--- src/rtl/seg_scan_ctrl.sv ---
// Time-multiplexed seven-segment scan controller with a double-buffered display value.
// Optional leading-zero blanking is enabled by defining SEG_SCAN_LZB_EN.
module seg_scan_ctrl #(
    parameter int NUM_DIGITS  = 8,
    parameter int TICKS_ON    = 1000,
    parameter int TICKS_BLANK = 16
) (
    input  logic                    clk,
    input  logic                    reset,
    input  logic                    wr_en,
    input  logic [4*NUM_DIGITS-1:0] wr_data,
    input  logic [NUM_DIGITS-1:0]   wr_mask,
    output logic                    pending,
    output logic                    frame_done,
    output logic [3:0]              seg_digit,
    output logic [NUM_DIGITS-1:0]   an
);

    localparam int TICK_MAX = (TICKS_ON > TICKS_BLANK) ? TICKS_ON : TICKS_BLANK;
    localparam int CW       = (TICK_MAX > 1) ? $clog2(TICK_MAX) : 1;
    localparam int IW       = $clog2(NUM_DIGITS);

    localparam logic [0:0] ST_BLANK = 1'b0;
    localparam logic [0:0] ST_ON    = 1'b1;

    localparam logic [3:0] BLANK_CODE = 4'hE;

    logic [0:0]              state, state_n;
    logic [IW-1:0]           idx, idx_n;
    logic [CW-1:0]           cnt, cnt_n;
    logic [4*NUM_DIGITS-1:0] active_data, shadow_data;
    logic [NUM_DIGITS-1:0]   active_mask, shadow_mask;
    logic [NUM_DIGITS-1:0]   lit;
    logic                    last_tick, wrap;
    logic [NUM_DIGITS-1:0]   an_n;
    logic [3:0]              seg_n;

    assign last_tick = (state == ST_ON) ? (cnt == CW'(TICKS_ON - 1))
                                        : (cnt == CW'(TICKS_BLANK - 1));
    assign wrap      = (state == ST_ON) && last_tick && (idx == IW'(NUM_DIGITS - 1));

    always_comb begin
        state_n = state;
        idx_n   = idx;
        cnt_n   = cnt + 1'b1;
        if (last_tick) begin
            cnt_n = '0;
            if (state == ST_BLANK) begin
                state_n = ST_ON;
            end else begin
                state_n = ST_BLANK;
                idx_n   = wrap ? '0 : idx + 1'b1;
            end
        end
    end

`ifdef SEG_SCAN_LZB_EN
    // A digit stays lit if it or any more-significant digit holds a nonzero code.
    always_comb begin
        logic seen;
        seen = 1'b0;
        lit  = '0;
        for (int i = NUM_DIGITS - 1; i >= 0; i--) begin
            seen   = seen | (active_data[4*i +: 4] != 4'h0);
            lit[i] = seen | (i == 0);
        end
    end
`else
    always_comb begin
        lit = '1;
    end
`endif

    // NOTE: outputs are decoded from the next state so the registered an/seg_digit
    // line up with the state register instead of lagging it by one cycle.
    always_comb begin
        an_n  = '1;
        seg_n = BLANK_CODE;
        if (state_n == ST_ON) begin
            seg_n = active_data[4*idx_n +: 4];
            if (active_mask[idx_n] && lit[idx_n]) begin
                an_n[idx_n] = 1'b0;
            end
        end
    end

    always_ff @(posedge clk) begin
        if (reset) begin
            state       <= ST_BLANK;
            idx         <= '0;
            cnt         <= '0;
            active_data <= '0;
            active_mask <= '0;
            shadow_data <= '0;
            shadow_mask <= '0;
            pending     <= 1'b0;
            frame_done  <= 1'b0;
            seg_digit   <= BLANK_CODE;
            an          <= '1;
        end else begin
            state      <= state_n;
            idx        <= idx_n;
            cnt        <= cnt_n;
            frame_done <= wrap;
            seg_digit  <= seg_n;
            an         <= an_n;
            if (wr_en) begin
                shadow_data <= wr_data;
                shadow_mask <= wr_mask;
            end
            // A write landing on the wrap cycle bypasses the shadow and commits at once.
            if (wrap) begin
                pending <= 1'b0;
                if (wr_en) begin
                    active_data <= wr_data;
                    active_mask <= wr_mask;
                end else if (pending) begin
                    active_data <= shadow_data;
                    active_mask <= shadow_mask;
                end
            end else if (wr_en) begin
                pending <= 1'b1;
            end
        end
    end

endmodule

--- config.mk ---
export PLATFORM = sky130hd
export DESIGN_NAME = seg_scan_ctrl
export DESIGN_NICKNAME = d
export VERILOG_FILES = /design/src/rtl/seg_scan_ctrl.sv
export SDC_FILE = /design/constraint.sdc
export NUM_CORES = 1
export LEC_CHECK = 0
export ABC_CLOCK_PERIOD_IN_PS = 6000
export CAP_MARGIN = 20
export CELL_PAD_IN_SITES_DETAIL_PLACEMENT = 1
export CELL_PAD_IN_SITES_GLOBAL_PLACEMENT = 1
export CORE_ASPECT_RATIO = 1.75
export CORE_MARGIN = 1
export CORE_UTILIZATION = 45
export CTS_CLUSTER_DIAMETER = 200
export DETAILED_ROUTE_END_ITERATION = 12
export MAX_ROUTING_LAYER = met4
export PLACE_DENSITY = 0.83
export SLEW_MARGIN = 40
export SYNTH_ARGS = -nofsm -noshare
export SYNTH_HDL_FRONTEND = slang
export SYNTH_SLANG_ARGS = --single-unit
--- constraint.sdc ---
create_clock -name clk -period 6 [get_ports clk]
set_clock_uncertainty 0.1 [all_clocks]
set_input_delay 1.5 -clock clk [delete_from_list [all_inputs] [get_ports clk]]
set_output_delay 1.5 -clock clk [all_outputs]
set_load 0.02 [all_outputs]
Yosys cells after proc, flatten, opt, wreduce, memory -nomap -nowiden
Memories as Yosys holds them, arrays and structs flattened.
Cells that the tools add are included.
- register bits: 108
- output and inout bits: 14
- ROM bits: 8
- memories: 1
- logic and storage cells: 48
- input bits: 43
- memories (name ; depth ; width ; rd ports ; clocked after Yosys merged registers in ; wr ports ; line ; text):
    (no name shown) ; 8 ; 1 ; 1 ; 0 ; 0 ; 81 ; if (active_mask[idx_n] && lit[idx_n]) begin
- shift-type cells: 1
- $add $sub $neg: 2
- bitwise operators: 3
- equality and inequality tests: 3
- multiplexer cells: 15
- order comparisons: 2
- reduce and logical (&&, ||, !) cells: 10
- operator list (kind ; number):
    two-way mux 32 bit ; 2
    variable part select 32 x 6 -> 4 bit ; 1
    two-way mux 8 bit ; 2
    adder 10 x 1 -> 10 bit (second input constant) ; 1
    equality test 10 bit (second input constant) ; 1
    equality test 10 x 4 -> 1 bit (second input constant) ; 1
    two-way mux 3 bit ; 3
    inverter 8 bit ; 1
    two-way mux 1 bit ; 6
    OR reduction 2 bit ; 3
    logical AND 1 bit ; 4
    less-than comparator 3 x 4 -> 1 bit (second input constant) ; 1
    adder 3 x 1 -> 3 bit (second input constant) ; 1
    binary-select mux 1 bit (select 3 bit) ; 1
    demux 1 bit (select 3 bit) ; 1
    equality test 3 bit (second input constant) ; 1
    >= comparator 3 x 1 -> 1 bit (second input constant) ; 1
    OR reduction 3 bit ; 1
    inverter 1 bit ; 2
    AND reduction 2 bit ; 1
    nonzero test 2 bit ; 1

Longest topological paths before layout
Gate-level depths: netlist (run 1).
- word-level depth: 12
- gate-level depth with buffers: 12
- mapped depth without buffers: 11

Least setup slack after synthesis (run 1)
OpenSTA, ideal clock, no wires.
- kind: reg2reg
- from: reg cnt[5]
- to: reg seg_digit[2]
- required time: 5762 ps
- path slack: 3119 ps
- cell stages (with the launch flop): 12
- buffers on the path: 0
- setup time: 138 ps
- data arrival time: 2644 ps
- clock period less this slack: 2881 ps
- path through: dfxtp_1 > or4_1 > nor4b_1 > a21oi_1 > nor3_1 > ha_1 > nand2_1 > and2_1 > mux2i_1 > nor2_2 > a221oi_1 > o221ai_1
- cells in the longest elaborated chain, start to end: 8
- elaborated cells between the ends (all ways): 12
- classes of those cells: 2 x eq/ne; 1 x shift; 5 x mux; 1 x bitwise; 3 x reduce/logical
- RTL lines (item ; line ; text):
    start, declared ; 30 ; logic [CW-1:0] cnt, cnt_n;
    start signal, assigned ; 103 ; cnt <= cnt_n;
    equality test 10 x 4 -> 1 bit or equality test 10 bit (tied branches) ; 39, 38 ;
    two-way mux 1 bit (*) ; 38 ; assign last_tick = (state == ST_ON) ? (cnt == CW'(TICKS_ON - 1))
    logical AND 1 bit (2 in series) ; 40 ; assign wrap = (state == ST_ON) && last_tick && (idx == IW'(NUM_DIGITS - 1));
    two-way mux 3 bit ; 52 ; idx_n = wrap ? '0 : idx + 1'b1;
    two-way mux 3 bit ; 48 ; if (state == ST_BLANK) begin
    two-way mux 3 bit ; 46 ; if (last_tick) begin
    variable part select 32 x 6 -> 4 bit ; 80 ; seg_n = active_data[4*idx_n +: 4];
    end signal, assigned ; 105 ; seg_digit <= seg_n;
    end, declared ; 15 ; output logic [3:0] seg_digit,
Every way passes the cells marked *; elsewhere a longest branch is shown, timed or not.
A chain may end at the register's enable or synchronous reset.

Worst setup path in the final report (run 1)
- from: in wr_en
- to: reg active_data[17]
- cells in the longest elaborated chain, start to end: 2
- elaborated cells between the ends (all ways): 3
- classes of those cells: 1 x mux; 2 x reduce/logical
- RTL lines (item ; line ; text):
    start, declared ; 10 ; input logic wr_en,
    nonzero test 2 bit (no source line) ; - ;
    AND reduction 2 bit (no source line) ; - ;
    end signal, assigned ; 115 ; active_data <= wr_data;
    end signal, assigned ; 118 ; active_data <= shadow_data;
    end, declared ; 31 ; logic [4*NUM_DIGITS-1:0] active_data, shadow_data;
Several ways; a longest one is shown, not always the timed one.

==> results.py, run 1 <==
metrics = {
    "status": {
        "status": "finished, final reports clean",
    },
    "synthesis": {
        "synth_nets": 464,
        "yosysTopAreaCellShare": 0.523,
        "syn_area_mm2": 0.00414,
        "synth_edf_count": 0,
        "synth_cell_type_count": 48,
        "synth_async_sr_flop_share": 0,
        "ys_seq_area_frac": 0.523,
        "synth_area_per_cell_um2": 9.92,
        "yosysWarnings": 0,
        "netlist_instances": 417,
        "yosys_most_used_dff": "dfxtp_1",
        "synth.top_cells.by_area": "dfxtp_1 52%, mux2i_1 12%, nor2_1 9.0%",
        "synth_top_area_cell": "dfxtp_1",
        "yosys_register_bits": 108,
        "yosysMostFrequentCell": "dfxtp_1",
        "synth_common_cells": "108 x dfxtp_1, 99 x nor2_1, 49 x mux2i_1, 41 x a211oi_1, 22 x clkbuf_1",
    },
    "finish": {
        "area_growth_pct": 22.8,
        "drive_gt1_frac": 0.0839,
        "antenna_cells": 0,
        "nFillCells": 976,
        "stdcell_count": 582,
        "final_core_util": 0.578,
        "design_area_mm2": 0.00508,
        "nets": 507,
    },
    "route": {
        "ant_nets": 0,
        "routed_wl_mm": 10.1,
        "routedWlPerCell_um": 17.4,
        "drc": 0,
        "drt-initial-drc-count": 155,
        "drt_first_pass_iters": 4,
        "via_count": 3152,
        "vias_per_cell": 5.42,
    },
    "worst_setup_path": {
        "path_cells": "buf_2, buf_4, nor2_1, nor2_4, buf_4, nor2_1, a211oi_1",
        "required_ps": 6140,
        "reg2reg_from": "cnt[5]",
        "end_kind": "flop",
        "crit_path_start_kind": "primary input",
        "cp_num_buf_inv": 3,
        "worstPathArrival_ps": 3920,
        "path_class": "in2reg",
        "cp_slowest_cell": "nor2_4",
        "crit_path_max_fanout": 44,
        "cp-startpoint": "wr_en",
        "path_delay_family": "buffers and inverters",
        "cp_slowest_stage_delay_ps": 630,
    },
    "sta": {
        "slew_headroom": 0.488,
        "setup_viol": 0,
        "slew_violations": 0,
        "hold_viol_final": 0,
        "fmax_mhz": 265,
        "fin_crit_sh": 0.629,
        "rsz0062_at_grt": "false",
        "setup_ws_ps": 2230,
        "fin_crit_ps": 3770,
        "worst_slew_pin_slew_ps": 754,
        "tns_ps": 0,
        "worst_hold_slack_ps": 363,
    },
    "global_routing": {
        "grt_max_degree": 89,
        "grt-ovfl-total": 0,
        "use_met3": 0.0486,
        "grt_pass1_wl_mm": 16.5,
        "grt_use_met2": 0.421,
        "met1_usage": 0.238,
        "antenna_found_initial": 0,
        "top_usage_layer": "met2",
        "first_global_vias": 3459,
        "track_usage": 0.240,
    },
    "placed_design": {
        "place_hpwl_mm": 6.75,
        "place_area_mm2": 0.00474,
        "io_buffers": 56,
        "pre_cts_ws_ps": 1940,
        "dp_cells": 566,
        "gp_congestion": 0.884,
    },
    "min_path": {
        "hp-class": "reg2reg",
        "hold_path.startpoint": "cnt[0]",
    },
    "die": {
        "ios": 57,
        "placementRows": 45,
        "coreArea_mm2": 0.00878,
        "die-area_mm2": 0.00959,
        "die_h_um": 129,
        "die_w_um": 74.5,
        "initial_core_util": 0.471,
    },
    "clock_tree": {
        "clk_latency_ps": 350,
        "ctsLongestPathBuffers": 2,
        "cts_hold_buf": 0,
        "clock_sinks": 108,
        "ctsRootBufferMaster": "clkbuf_16",
        "post-cts-setup-buffers": 0,
        "path_clk_slew_ps": 70,
        "cts_resized": 0,
        "cts.htree.levels": 3,
        "cts_buffers": 9,
        "cts_tree": "yes",
    },
    "pwr": {
        "ir_worst_vdd_mv": 0.212,
        "power_mw": 1.47,
        "leakage_nw": 1.92,
        "power_density_mw_per_mm2": 288,
    },
    "run": {
        "maxCapViolations": 0,
    },
}
## flip-flops by register name, indices dropped and copies added, names as in the netlist
register / flops
state: 1
active_mask: 8
pending: 1
an: 8
shadow_data: 32
idx: 3
frame_done: 1
active_data: 32
cnt: 10
seg_digit: 4
shadow_mask: 8
## logic make-up after synthesis
family,after synthesis,synth area share
and+or+nand+nor,145,0.155
DFF,108,0.523
AOI/OAI and AO/OA,63,0.114
muxes,59,0.147
buffers and inverters,30,0.0324
xor gates and xnor gates,8,0.0169
adders and majority gates,4,0.0121
## power by group
group          internal (mW)  total (mW)  switching (mW)
Clock                  0.376       0.640           0.264
Combinational         0.0434      0.0852          0.0418
Sequential             0.734       0.740         0.00595
## cells in the final DEF, fill, tap and decap left out, types with 3 or more instances in the layout
cell type | netlist | final
a211oi_1 | 41 | 41
buf_4 | 1 | 3
nand3_1 | 3 | 3
mux2i_1 | 49 | 49
a21oi_1 | 3 | 3
clkinvlp_4 | 0 | 3
dfxtp_1 | 108 | 108
xnor2_1 | 3 | 3
nand2_1 | 18 | 18
nor3_1 | 3 | 3
mux2_2 | 8 | 8
clkbuf_16 | 0 | 9
ha_1 | 4 | 4
xor2_1 | 5 | 5
nor2_1 | 99 | 98
clkdlybuf4s50_1 | 0 | 54
a221oi_1 | 3 | 3
nand2b_1 | 4 | 4
## per-layer routing
layer,up-vias,part of all wire
li1,1544,-
met1,1515,0.37
met2,57,0.56
met3,36,0.027
met4,0,0.046
met5,-,0
## layout make-up
class / instances / area, µm² / area share
clock buffers: 10 / 239 / 0.0470
clock inverters: 6 / 87.6 / 0.0172
inverters: 2 / 7.51 / 0.00148
multi-input cells: 279 / 1850 / 0.365
flip-flops and latches: 108 / 2160 / 0.426
well taps: 117 / 146 / 0.0288
repair buffers: 60 / 584 / 0.115
## path summary, 6_finish.rpt
path	end	slack, ps	cells after the start
setup / recovery	active_data[17]	2230	7
hold / removal	cnt[0]	360	1
setup reg to reg	active_data[17]	2280	10
hold reg to reg	cnt[0]	360	1
(Power assumes the default switching activity.)
==> run 2: changes to the inputs <==
--- a/config.mk
+++ b/config.mk
@@ -5,17 +5,17 @@
 export SDC_FILE = /design/constraint.sdc
 export NUM_CORES = 1
 export LEC_CHECK = 0
-export ABC_CLOCK_PERIOD_IN_PS = 6000
+export ABC_CLOCK_PERIOD_IN_PS = 3620
 export CAP_MARGIN = 20
 export CELL_PAD_IN_SITES_DETAIL_PLACEMENT = 1
 export CELL_PAD_IN_SITES_GLOBAL_PLACEMENT = 1
 export CORE_ASPECT_RATIO = 1.75
 export CORE_MARGIN = 1
-export CORE_UTILIZATION = 45
+export CORE_UTILIZATION = 42
 export CTS_CLUSTER_DIAMETER = 200
 export DETAILED_ROUTE_END_ITERATION = 12
 export MAX_ROUTING_LAYER = met4
-export PLACE_DENSITY = 0.83
+export PLACE_DENSITY = 0.78
 export SLEW_MARGIN = 40
 export SYNTH_ARGS = -nofsm -noshare
 export SYNTH_HDL_FRONTEND = slang
==> constraint.sdc (replaced) <==
create_clock -name clk -period 3.62 [get_ports clk]
set_clock_uncertainty 0.1 [all_clocks]
set_input_delay 0.905 -clock clk [delete_from_list [all_inputs] [get_ports clk]]
set_output_delay 0.905 -clock clk [all_outputs]
set_load 0.02 [all_outputs]
==> results.py, run 2 (synthesized netlist as in run 1, its figures left out) <==
metrics = {
    "die": {
        "coreArea_mm2": 0.00953,
        "ios": 57,
        "initial_core_util": 0.434,
        "die_h_um": 133,
        "placementRows": 47,
        "die_w_um": 77.0,
        "die-area_mm2": 0.0103,
    },
    "finish": {
        "stdcell_count": 590,
        "reg_top3": "active_data (32), shadow_data (32), cnt (10)",
        "nets": 510,
        "final_cell_mix": "108 x dfxtp_1, 98 x nor2_1, 54 x clkdlybuf4s50_1",
        "antenna_cells": 0,
        "nFillCells": 1093,
        "drive_gt1_frac": 0.0833,
        "layout_commonest_cell": "dfxtp_1",
        "area_growth_pct": 23.1,
    },
    "placed_design": {
        "io_buffers": 56,
        "gp_congestion": 0.846,
        "pre_cts_ws_ps": 326,
        "dp_cells": 574,
        "place_hpwl_mm": 7.31,
    },
    "run": {
        "maxCapViolations": 0,
    },
    "sta": {
        "tns_ps": 0,
        "worst_slew_pin_slew_ps": 730,
        "fin_crit_ps": 3260,
        "slew_violations": 0,
        "fin_crit_sh": 0.899,
        "setup_ws_ps": 365,
        "fmax_mhz": 307,
        "setup_viol": 0,
        "rsz0062_at_grt": "false",
        "slew_headroom": 0.513,
        "hold_viol_final": 0,
    },
    "route": {
        "wl_met2_mm": 5.50,
        "via_count": 3143,
        "routedWlPerCell_um": 17.2,
        "routed-wl-met3_um": 258,
        "routed_wl_mm": 10.1,
        "top_layer_used": "met4",
        "vias_per_cell": 5.33,
        "drt_first_pass_iters": 4,
        "wl_met1_mm": 3.85,
        "drc": 0,
        "ant_nets": 0,
        "drt-initial-drc-count": 117,
    },
    "min_path": {
        "hp-class": "reg2reg",
        "hold_path.startpoint": "cnt[0]",
    },
    "clock_tree": {
        "post-cts-setup-buffers": 0,
        "ctsLongestPathBuffers": 2,
        "cts.htree.levels": 3,
        "ctsRootBufferMaster": "clkbuf_16",
        "cts_buffers": 9,
        "cts_tree": "yes",
        "clk_latency_ps": 340,
        "cts_resized": 0,
        "cts_hold_buf": 0,
        "clock_sinks": 108,
        "path_clk_slew_ps": 70,
    },
    "worst_setup_path": {
        "end_kind": "flop",
        "worstPathArrival_ps": 3380,
        "crit_path_max_fanout": 11,
        "required_ps": 3740,
        "cp-startpoint": "cnt[5]",
        "path_class": "reg2reg",
        "crit_path_start_kind": "flop",
        "reg2reg_from": "cnt[5]",
    },
    "pwr": {
        "leakage_nw": 1.90,
        "ir_worst_vdd_mv": 0.240,
        "power_density_mw_per_mm2": 461,
    },
    "status": {
        "status": "finished, final reports clean",
    },
    "global_routing": {
        "grt_max_degree": 72,
        "first_global_vias": 3374,
        "antenna_found_initial": 0,
        "grt-ovfl-total": 0,
        "track_usage": 0.218,
        "grt_pass1_wl_mm": 16.5,
    },
}
run 2: area by class of cell:
cell class	count	area, µm²	area share
Sequential cell	108	2160	0.425
Multi-Input combinational cell	279	1860	0.365
Timing Repair Buffer	63	616	0.121
Clock buffer	13	250	0.0492
Tap cell	122	153	0.0300
Clock inverter	3	46.3	0.00909
Inverter	2	7.51	0.00147
run 2: path summary, 6_finish.rpt:
| kind | end | slack, ps | cells after the start |
|---|---|---|---|
| worst max-delay path | seg_digit[3] | 360 | 11 |
| worst min-delay path | cnt[0] | 360 | 1 |
| worst max register to register | seg_digit[3] | 360 | 11 |
| worst min register to register | cnt[0] | 360 | 1 |
run 2: stage by stage:
stage | area, µm² | util | power, mW | hold slack, ps
2_1_floorplan | 4140 | - | 1.33 | 318
3_3_place_gp | 4790 | 0.502 | 1.39 | 328
6_report | 5090 | 0.534 | 2.35 | 358
5_1_grt | 5090 | 0.534 | 2.43 | 381
3_5_place_dp | 4790 | 0.502 | 1.40 | 343
4_1_cts | 5080 | 0.533 | 2.37 | 359
run 2: power breakdown:
part           internal [mW]  switching [mW]
Clock                  0.558           0.422
Combinational         0.0716          0.0678
Sequential              1.22         0.00981
Total                   1.85           0.499
run 2: metal layers:
metal  global-route usage  up-vias
li1                     -     1550
met1                0.211     1494
met2                0.393       67
met3               0.0418       32
met4                0.133        0
met5                    -        -
run 2: critical path, cell delays in order, from the launching register on:
cell       delay (ps)
dfxtp_1           370
or4_1             540
nor4b_1           290
a21oi_1            70
nor3_1            200
ha_1              230
nand2_1           160
nand4bb_1         270
mux2_2            380
mux2_2            370
nand2_1            60
o2111ai_1          80
